## src/rtl/flash_boot_copier.sv

```systemverilog
// Boot-time Wishbone master: copies WORDS 32-bit words from flash to RAM using
// classic single read/write cycles and holds the CPU in reset until the first good copy.
//
// state | meaning
// IDLE  | waiting for autostart or start_i
// RD    | reading one word from flash
// WR    | writing the captured word to RAM
// DONE  | copy finished cleanly, CPU released
// ERR   | copy aborted on bus error or timeout
module flash_boot_copier #(
  parameter logic [31:0] SRC_BASE  = 32'h0000_0000,
  parameter logic [31:0] DST_BASE  = 32'h0000_0000,
  parameter int unsigned WORDS     = 16384,
  parameter int unsigned TIMEOUT   = 255,
  parameter bit          AUTOSTART = 1'b1
) (
  input  logic        wb_clk_i,
  input  logic        wb_rst_i,
  input  logic        start_i,
  output logic [31:0] wbm_adr_o,
  output logic        wbm_cyc_o,
  output logic        wbm_stb_o,
  output logic        wbm_we_o,
  output logic [3:0]  wbm_sel_o,
  output logic [31:0] wbm_dat_o,
  input  logic [31:0] wbm_dat_i,
  input  logic        wbm_ack_i,
  input  logic        wbm_err_i,
  output logic        busy_o,
  output logic        done_o,
  output logic        err_o,
  output logic        cpu_rst_o
);

  typedef enum logic [2:0] {IDLE, RD, WR, DONE, ERR} state_t;

  localparam logic [15:0] LAST_WORD = 16'(WORDS - 1);
  localparam logic [15:0] TMO_LAST  = 16'(TIMEOUT - 1);

  state_t      state;
  logic [15:0] count;
  logic [15:0] tmo_cnt;
  logic        auto_pend;
  logic [15:0] count_nxt;
  logic        abort;

  assign wbm_sel_o = 4'hF;
  assign count_nxt = count + 16'd1;
  // An error beats a simultaneous ack; an ack on the last allowed cycle still counts.
  assign abort = wbm_err_i || (!wbm_ack_i && tmo_cnt == TMO_LAST);

  always_ff @(posedge wb_clk_i or posedge wb_rst_i) begin
    if (wb_rst_i) begin
      state     <= IDLE;
      count     <= '0;
      tmo_cnt   <= '0;
      auto_pend <= AUTOSTART;
      wbm_adr_o <= '0;
      wbm_cyc_o <= 1'b0;
      wbm_stb_o <= 1'b0;
      wbm_we_o  <= 1'b0;
      wbm_dat_o <= '0;
      busy_o    <= 1'b0;
      done_o    <= 1'b0;
      err_o     <= 1'b0;
      cpu_rst_o <= 1'b1;
    end else begin
      case (state)
        IDLE, DONE, ERR: begin
          if (start_i || auto_pend) begin
            auto_pend <= 1'b0;
            done_o    <= 1'b0;
            err_o     <= 1'b0;
            count     <= '0;
            tmo_cnt   <= '0;
            wbm_adr_o <= SRC_BASE;
            wbm_cyc_o <= 1'b1;
            wbm_stb_o <= 1'b1;
            wbm_we_o  <= 1'b0;
            busy_o    <= 1'b1;
            state     <= RD;
          end
        end
        RD, WR: begin
          if (abort) begin
            wbm_cyc_o <= 1'b0;
            wbm_stb_o <= 1'b0;
            wbm_we_o  <= 1'b0;
            busy_o    <= 1'b0;
            err_o     <= 1'b1;
            tmo_cnt   <= '0;
            state     <= ERR;
          end else if (wbm_ack_i) begin
            tmo_cnt <= '0;
            if (state == RD) begin
              wbm_dat_o <= wbm_dat_i;
              wbm_adr_o <= DST_BASE + {14'd0, count, 2'b00};
              wbm_we_o  <= 1'b1;
              state     <= WR;
            end else if (count == LAST_WORD) begin
              wbm_cyc_o <= 1'b0;
              wbm_stb_o <= 1'b0;
              wbm_we_o  <= 1'b0;
              busy_o    <= 1'b0;
              done_o    <= 1'b1;
              cpu_rst_o <= 1'b0;
              state     <= DONE;
            end else begin
              count     <= count_nxt;
              wbm_adr_o <= SRC_BASE + {14'd0, count_nxt, 2'b00};
              wbm_we_o  <= 1'b0;
              state     <= RD;
            end
          end else begin
            tmo_cnt <= tmo_cnt + 16'd1;
          end
        end
        default: state <= IDLE;
      endcase
    end
  end

endmodule

```

## config.mk

```make
export PLATFORM = sky130hd
export DESIGN_NAME = flash_boot_copier
export DESIGN_NICKNAME = d
export VERILOG_FILES = /design/src/rtl/flash_boot_copier.sv
export SDC_FILE = /design/constraint.sdc
export NUM_CORES = 1
export LEC_CHECK = 0
export CAP_MARGIN = 20
export CORE_UTILIZATION = 51
export DETAILED_ROUTE_END_ITERATION = 10
export PLACE_DENSITY = 0.89
export SLEW_MARGIN = 20
export SYNTH_ARGS = -nofsm -noshare
export SYNTH_HDL_FRONTEND = slang
export SYNTH_SLANG_ARGS = --single-unit
```

## constraint.sdc

```tcl
create_clock -name wb_clk_i -period 6.9 [get_ports wb_clk_i]
set_clock_uncertainty 0.05 [all_clocks]
set_input_delay 1.38 -clock wb_clk_i [delete_from_list [all_inputs] [get_ports wb_clk_i]]
set_output_delay 1.38 -clock wb_clk_i [all_outputs]
set_load 0.01 [all_outputs]
```

# After elaboration in Yosys (flattened, before gate mapping)
# Cells that the tools add are included.
[word_totals]
regBits = 105
out_inout_bits = 75
[op_classes]
n_addsub = 2
eq_ne = 17
mux = 39
n_bitwise = 2
reduce_logical = 19
[op_table]
columns = ["cell", "count"]
rows = [
  ["$mux W32", 5],
  ["$mux W16", 7],
  ["$pmux W16 S2", 2],
  ["$pmux W32 S2", 1],
  ["$add A16 B1 Y16 const B", 2],
  ["$eq A16 B14 Y1 const B", 1],
  ["$eq A16 B8 Y1 const B", 1],
  ["$reduce_and A5 Y1", 3],
  ["$mux W1", 14],
  ["$ne A2 B2 Y1 const B", 7],
  ["$ne A3 B3 Y1 const B", 4],
  ["$reduce_and A6 Y1", 2],
  ["$mux W3", 3],
  ["$pmux W1 S2", 4],
  ["$eq A3 B2 Y1 const B", 2],
  ["$pmux W3 S2", 1],
  ["$reduce_and A2 Y1", 3],
  ["$reduce_and A3 Y1", 2],
  ["$mux W2", 2],
  ["$reduce_and A4 Y1", 1],
  ["$eq A3 B1 Y1 const B", 1],
  ["$eq A3 B3 Y1 const B", 1],
  ["$logic_not A3 Y1", 1],
  ["$reduce_or A3 Y1", 1],
  ["other kinds (6)", 8],
]

# Longest topological paths before layout
[depth]
word_depth = 6
ltp_mapped = 8

# Least setup slack after synthesis
# Ideal clock, no wire load.
[synth_path]
kind = "in2reg"
from = "in wbm_ack_i"
to = "reg tmo_cnt[15]"
arrival_ps = 2739
required_ps = 6767
setup_slack_ps = 4029
cell_stages = 5
path_buffers = 1
path_cell_list = "clkbuf_1 or4_1 or2_4 or3_1 o21ai_0"
[synth_between]
elab_chain_len = 5
[synth_lines]
columns = ["element", "line_no", "rtl"]
rows = [
  ["from (decl)", "27", "input logic wbm_ack_i,"],
  ["$logic_not A1 Y1", "50", "assign abort = wbm_err_i || (!wbm_ack_i && tmo_cnt == TMO_LAST);"],
  ["$logic_and A1 B1 Y1", "50", ""],
  ["$logic_or A1 B1 Y1", "50", ""],
  ["$mux W16 (*)", "85", "if (abort) begin"],
  ["$pmux W16 S2 (*)", "68", "case (state)"],
  ["to (signal assigned)", "115", "tmo_cnt <= tmo_cnt + 16'd1;"],
  ["to (decl)", "42", "logic [15:0] tmo_cnt;"],
]
# Every way passes the cells marked *; elsewhere a longest branch is shown, timed or not.
# A chain may end at the register's enable or synchronous reset.

# Worst setup path in the final report
[layout_path]
from = "in wbm_ack_i"
to = "reg tmo_cnt[8]"
# Same word-level chain as after synthesis.

==> impl_metrics.yaml <==
critical_path:
  crit_start: "wbm_ack_i"
  reg2reg_slack_ps: 4410
  worstPathArrival_ps: 3590
  setup.worst_path.class: "primary input to flip-flop"
  r2r_start: "count[0]"
  critPathCaptureType: "flip-flop"
  worstPathRequired_ps: 7140
  r2r_cells: 6
  cp-start-kind: "primary input"
  cp_slowest_cell: "nor2_1"
  crit_path_end: "tmo_cnt[8]"
  r2r_end: "wbm_adr_o[4]"
  crit_chain: "clkdlybuf4s50_1, or4_1, nor2_1, o21ai_0, a31oi_1"
  path_max_fanout: 13
  critPathMaxStageDelay_ps: 620
synth:
  ys_ff_latch: 89
  syn_area_sq_um: 4618
  ys_types: 56
  syn_area_per_cell_sq_um: 10.29
  synth-main-ff-cell: "dfrtp_1"
  ys_seq_area_frac: 0.4828
  synth-async-reset-ratio: 1.000
  synth_enable_flop_cells: 0
  synthCells: 449
  yosys_warnings: 0
clocking:
  clock_sinks: 89
  cts-root-buf: "clkbuf_8"
  clockBufferDepth: 2
  cts_setup_buffers: 0
  clk_pin_slew_worst_paths_ps: 90
  cts_inserted_buffers: 9
  clk_latency_ps: 370
  cts_resized: 0
  htreeDepth: 3
  cts_hold_buffers: 0
  cts_tree: "built"
grt:
  antenna_found_initial: 0
  grt_pass1_vias: 3732
  overflow: 0
  grt_use_total: 0.2318
  grt_start_max_net_pins: 90
  grt_pass1_wl_um: 17680
floorplan:
  start_util: 0.5270
  die_y_um: 97.16
  io_pins: 112
  coreArea_sq_um: 8763
  die-area_sq_um: 9440
  die_w_um: 97.16
  rows: 34
route:
  drtPass1Iterations: 5
  m1WireLength_um: 4479
  met3_length_um: 792
  drc_errors: 0
  viasPerCell: 5.884
  drt_iter0_drc: 363
  highest_layer: "met4"
  detail-route-antenna-nets: 0
  vias: 3760
  wl_um: 10570
  wl_per_cell_um: 16.54
  wl_met2_um: 5137
cells_and_area:
  final_layout_size_suffix_gt1_frac: 0.1262
  fin_nets: 566
  layoutNonFillerInstCount: 639
  area_growth_pct: 22.89
  antenna_cells: 0
pwr:
  ir_drop_uv: 228.0
  switchingPower_uw: 675.1
  switching_share: 0.3689
  comb_power_share: 0.409
  power_density_nw_per_um2: 322.4
  seqPwrFrac: 0.400
  pwr-share-clk: 0.192
  cellInternalPower_uw: 1155
  p_leak_uw: 0.002322
sta:
  max_slew_margin: 0.3141
  min_period_ps: 3349
  fin_hold_ws_ps: 438.7
  finalSetupViolCount: 0
  grt_setup_unrepaired: "no"
  finalSetupTns_ps: 0
  final.period_utilization: 0.4854
  maxSlewViolCount: 0
  clock.fmax_ghz: 0.2986
  worst_slew_pin_slew_ps: 1019
  timing_hold_violations_final: 0
job:
  maxCapViolCount: 0
outcome:
  outcome: "completed"
place:
  dp_hpwl_um: 7350
  port_buffers: 91
  place_inst: 623
  globalplace.congestion: 0.8968
worst_hold_path:
  holdCritPathClass: "flip-flop to flip-flop"
power by group through the flow:
| stage | clock, uW | sequential (uW) | combinational, uW |
|---|---|---|---|
| after floorplan | 0 | 764 | 398 |
| after global placement | 0 | 730 | 721 |
| after detailed placement | 0 | 739 | 743 |
| after CTS | 356 | 731 | 748 |
| after global routing | 380 | 749 | 804 |
| final | 350 | 731 | 748 |
layout by cell type, fill, tap and decap left out, types with 5 or more instances in the layout:
cell / n
nand2_1: 30
and3_1: 8
o311ai_0: 5
o2bb2ai_1: 16
a21oi_1: 13
xor2_1: 8
o21ai_0: 29
conb_1: 20
o31ai_1: 8
nor2_1: 24
clkbuf_8: 9
dfrtp_1: 87
inv_1: 11
nand3_1: 24
mux2_2: 32
clkdlybuf4s50_1: 91
nor3_1: 7
a31oi_1: 10
xnor2_1: 9
nand4_1: 13
Yosys cell counts, drive strengths merged (2+ instances only):
cell | count | area share
inv | 12 | 0.0098
and2 | 2 | 0.0027
nor2b | 4 | 0.0054
dfrtp | 87 | 0.47
nand2 | 30 | 0.024
a31oi | 10 | 0.014
and4 | 2 | 0.0038
nand2b | 3 | 0.0041
clkbuf | 13 | 0.011
nor3 | 7 | 0.0076
or2 | 5 | 0.0073
nand4 | 14 | 0.020
and3 | 8 | 0.011
a21oi | 13 | 0.014
or4 | 5 | 0.0089
conb | 2 | 0.0016
ha | 3 | 0.0081
or3 | 4 | 0.0054
nor2 | 24 | 0.020
nor4 | 5 | 0.013
o31ai | 8 | 0.013
o311ai | 5 | 0.0095
o2bb2ai | 16 | 0.030
xor2 | 8 | 0.015
a41oi | 2 | 0.0038
xnor2 | 9 | 0.017
nor3b | 3 | 0.0049
a21o | 4 | 0.0065
buf | 33 | 0.050
o21ai | 30 | 0.033
mux2 | 32 | 0.078
nand3 | 26 | 0.030
dfstp | 2 | 0.011
o211ai | 5 | 0.0092
cell families after synthesis:
group / count (synthesis) / share of synthesized area
AOI/OAI and AO/OA: 101 / 0.1468
xor gates and xnor gates: 17 / 0.03224
adders and majority gates: 3 / 0.008129
buffers and inverters: 58 / 0.07071
DFF: 89 / 0.4828
muxes: 33 / 0.08020
other: 2 / 0.001626
and+or+nand+nor: 146 / 0.1775
state kept, by name, indices dropped and copies added (netlist names):
signal	cells
done_o	1
state	3
wbm_dat_o	32
cpu_rst_o	1
tmo_cnt	16
auto_pend	1
count	16
wbm_we_o	1
wbm_adr_o	16
busy_o	1
err_o	1
worst max-delay path: cells and delay by family:
kind,cells,cell delay [ps]
compound gates,2,410
simple gates,2,1230
buf+inv,1,570
through the flow:
stage / power, uW / area [sq um] / util / setup WS, ps
2_1_floorplan: 1162 / 4686 / - / 3166
3_3_place_gp: 1451 / 5474 / 0.6246 / 3274
3_5_place_dp: 1482 / 5474 / 0.6246 / 3199
4_1_cts: 1835 / 5672 / 0.6472 / 3600
5_1_grt: 1933 / 5675 / 0.6476 / 3378
6_report: 1830 / 5675 / 0.6476 / 3551
layout make-up:
class,count,area (sq um)
fill,714,3088
inverter,12,46.29
multi-input combinational,320,2130
timing repair buffer,94,937.1
sequential,89,2230
tap,108,135.1
clock buffer,9,123.9
clock inverter,7,73.82
routing by layer:
layer | vias to the layer above | track usage
met5 | - | 0
met4 | 0 | 0.09414
met3 | 14 | 0.05683
met2 | 165 | 0.3711
met1 | 1829 | 0.3026
li1 | 1752 | -
how the worst min path moves through the flow:
stage                   from             to  depth (start not counted)
2_1_floorplan     tmo_cnt[7]     tmo_cnt[7]                          1
3_3_place_gp   wbm_adr_o[15]  wbm_adr_o[15]                          1
3_5_place_dp       cpu_rst_o      cpu_rst_o                          1
4_1_cts           tmo_cnt[7]     tmo_cnt[7]                          1
5_1_grt            cpu_rst_o      cpu_rst_o                          1
6_report           cpu_rst_o      cpu_rst_o                          1
(Power assumes the default switching activity.)
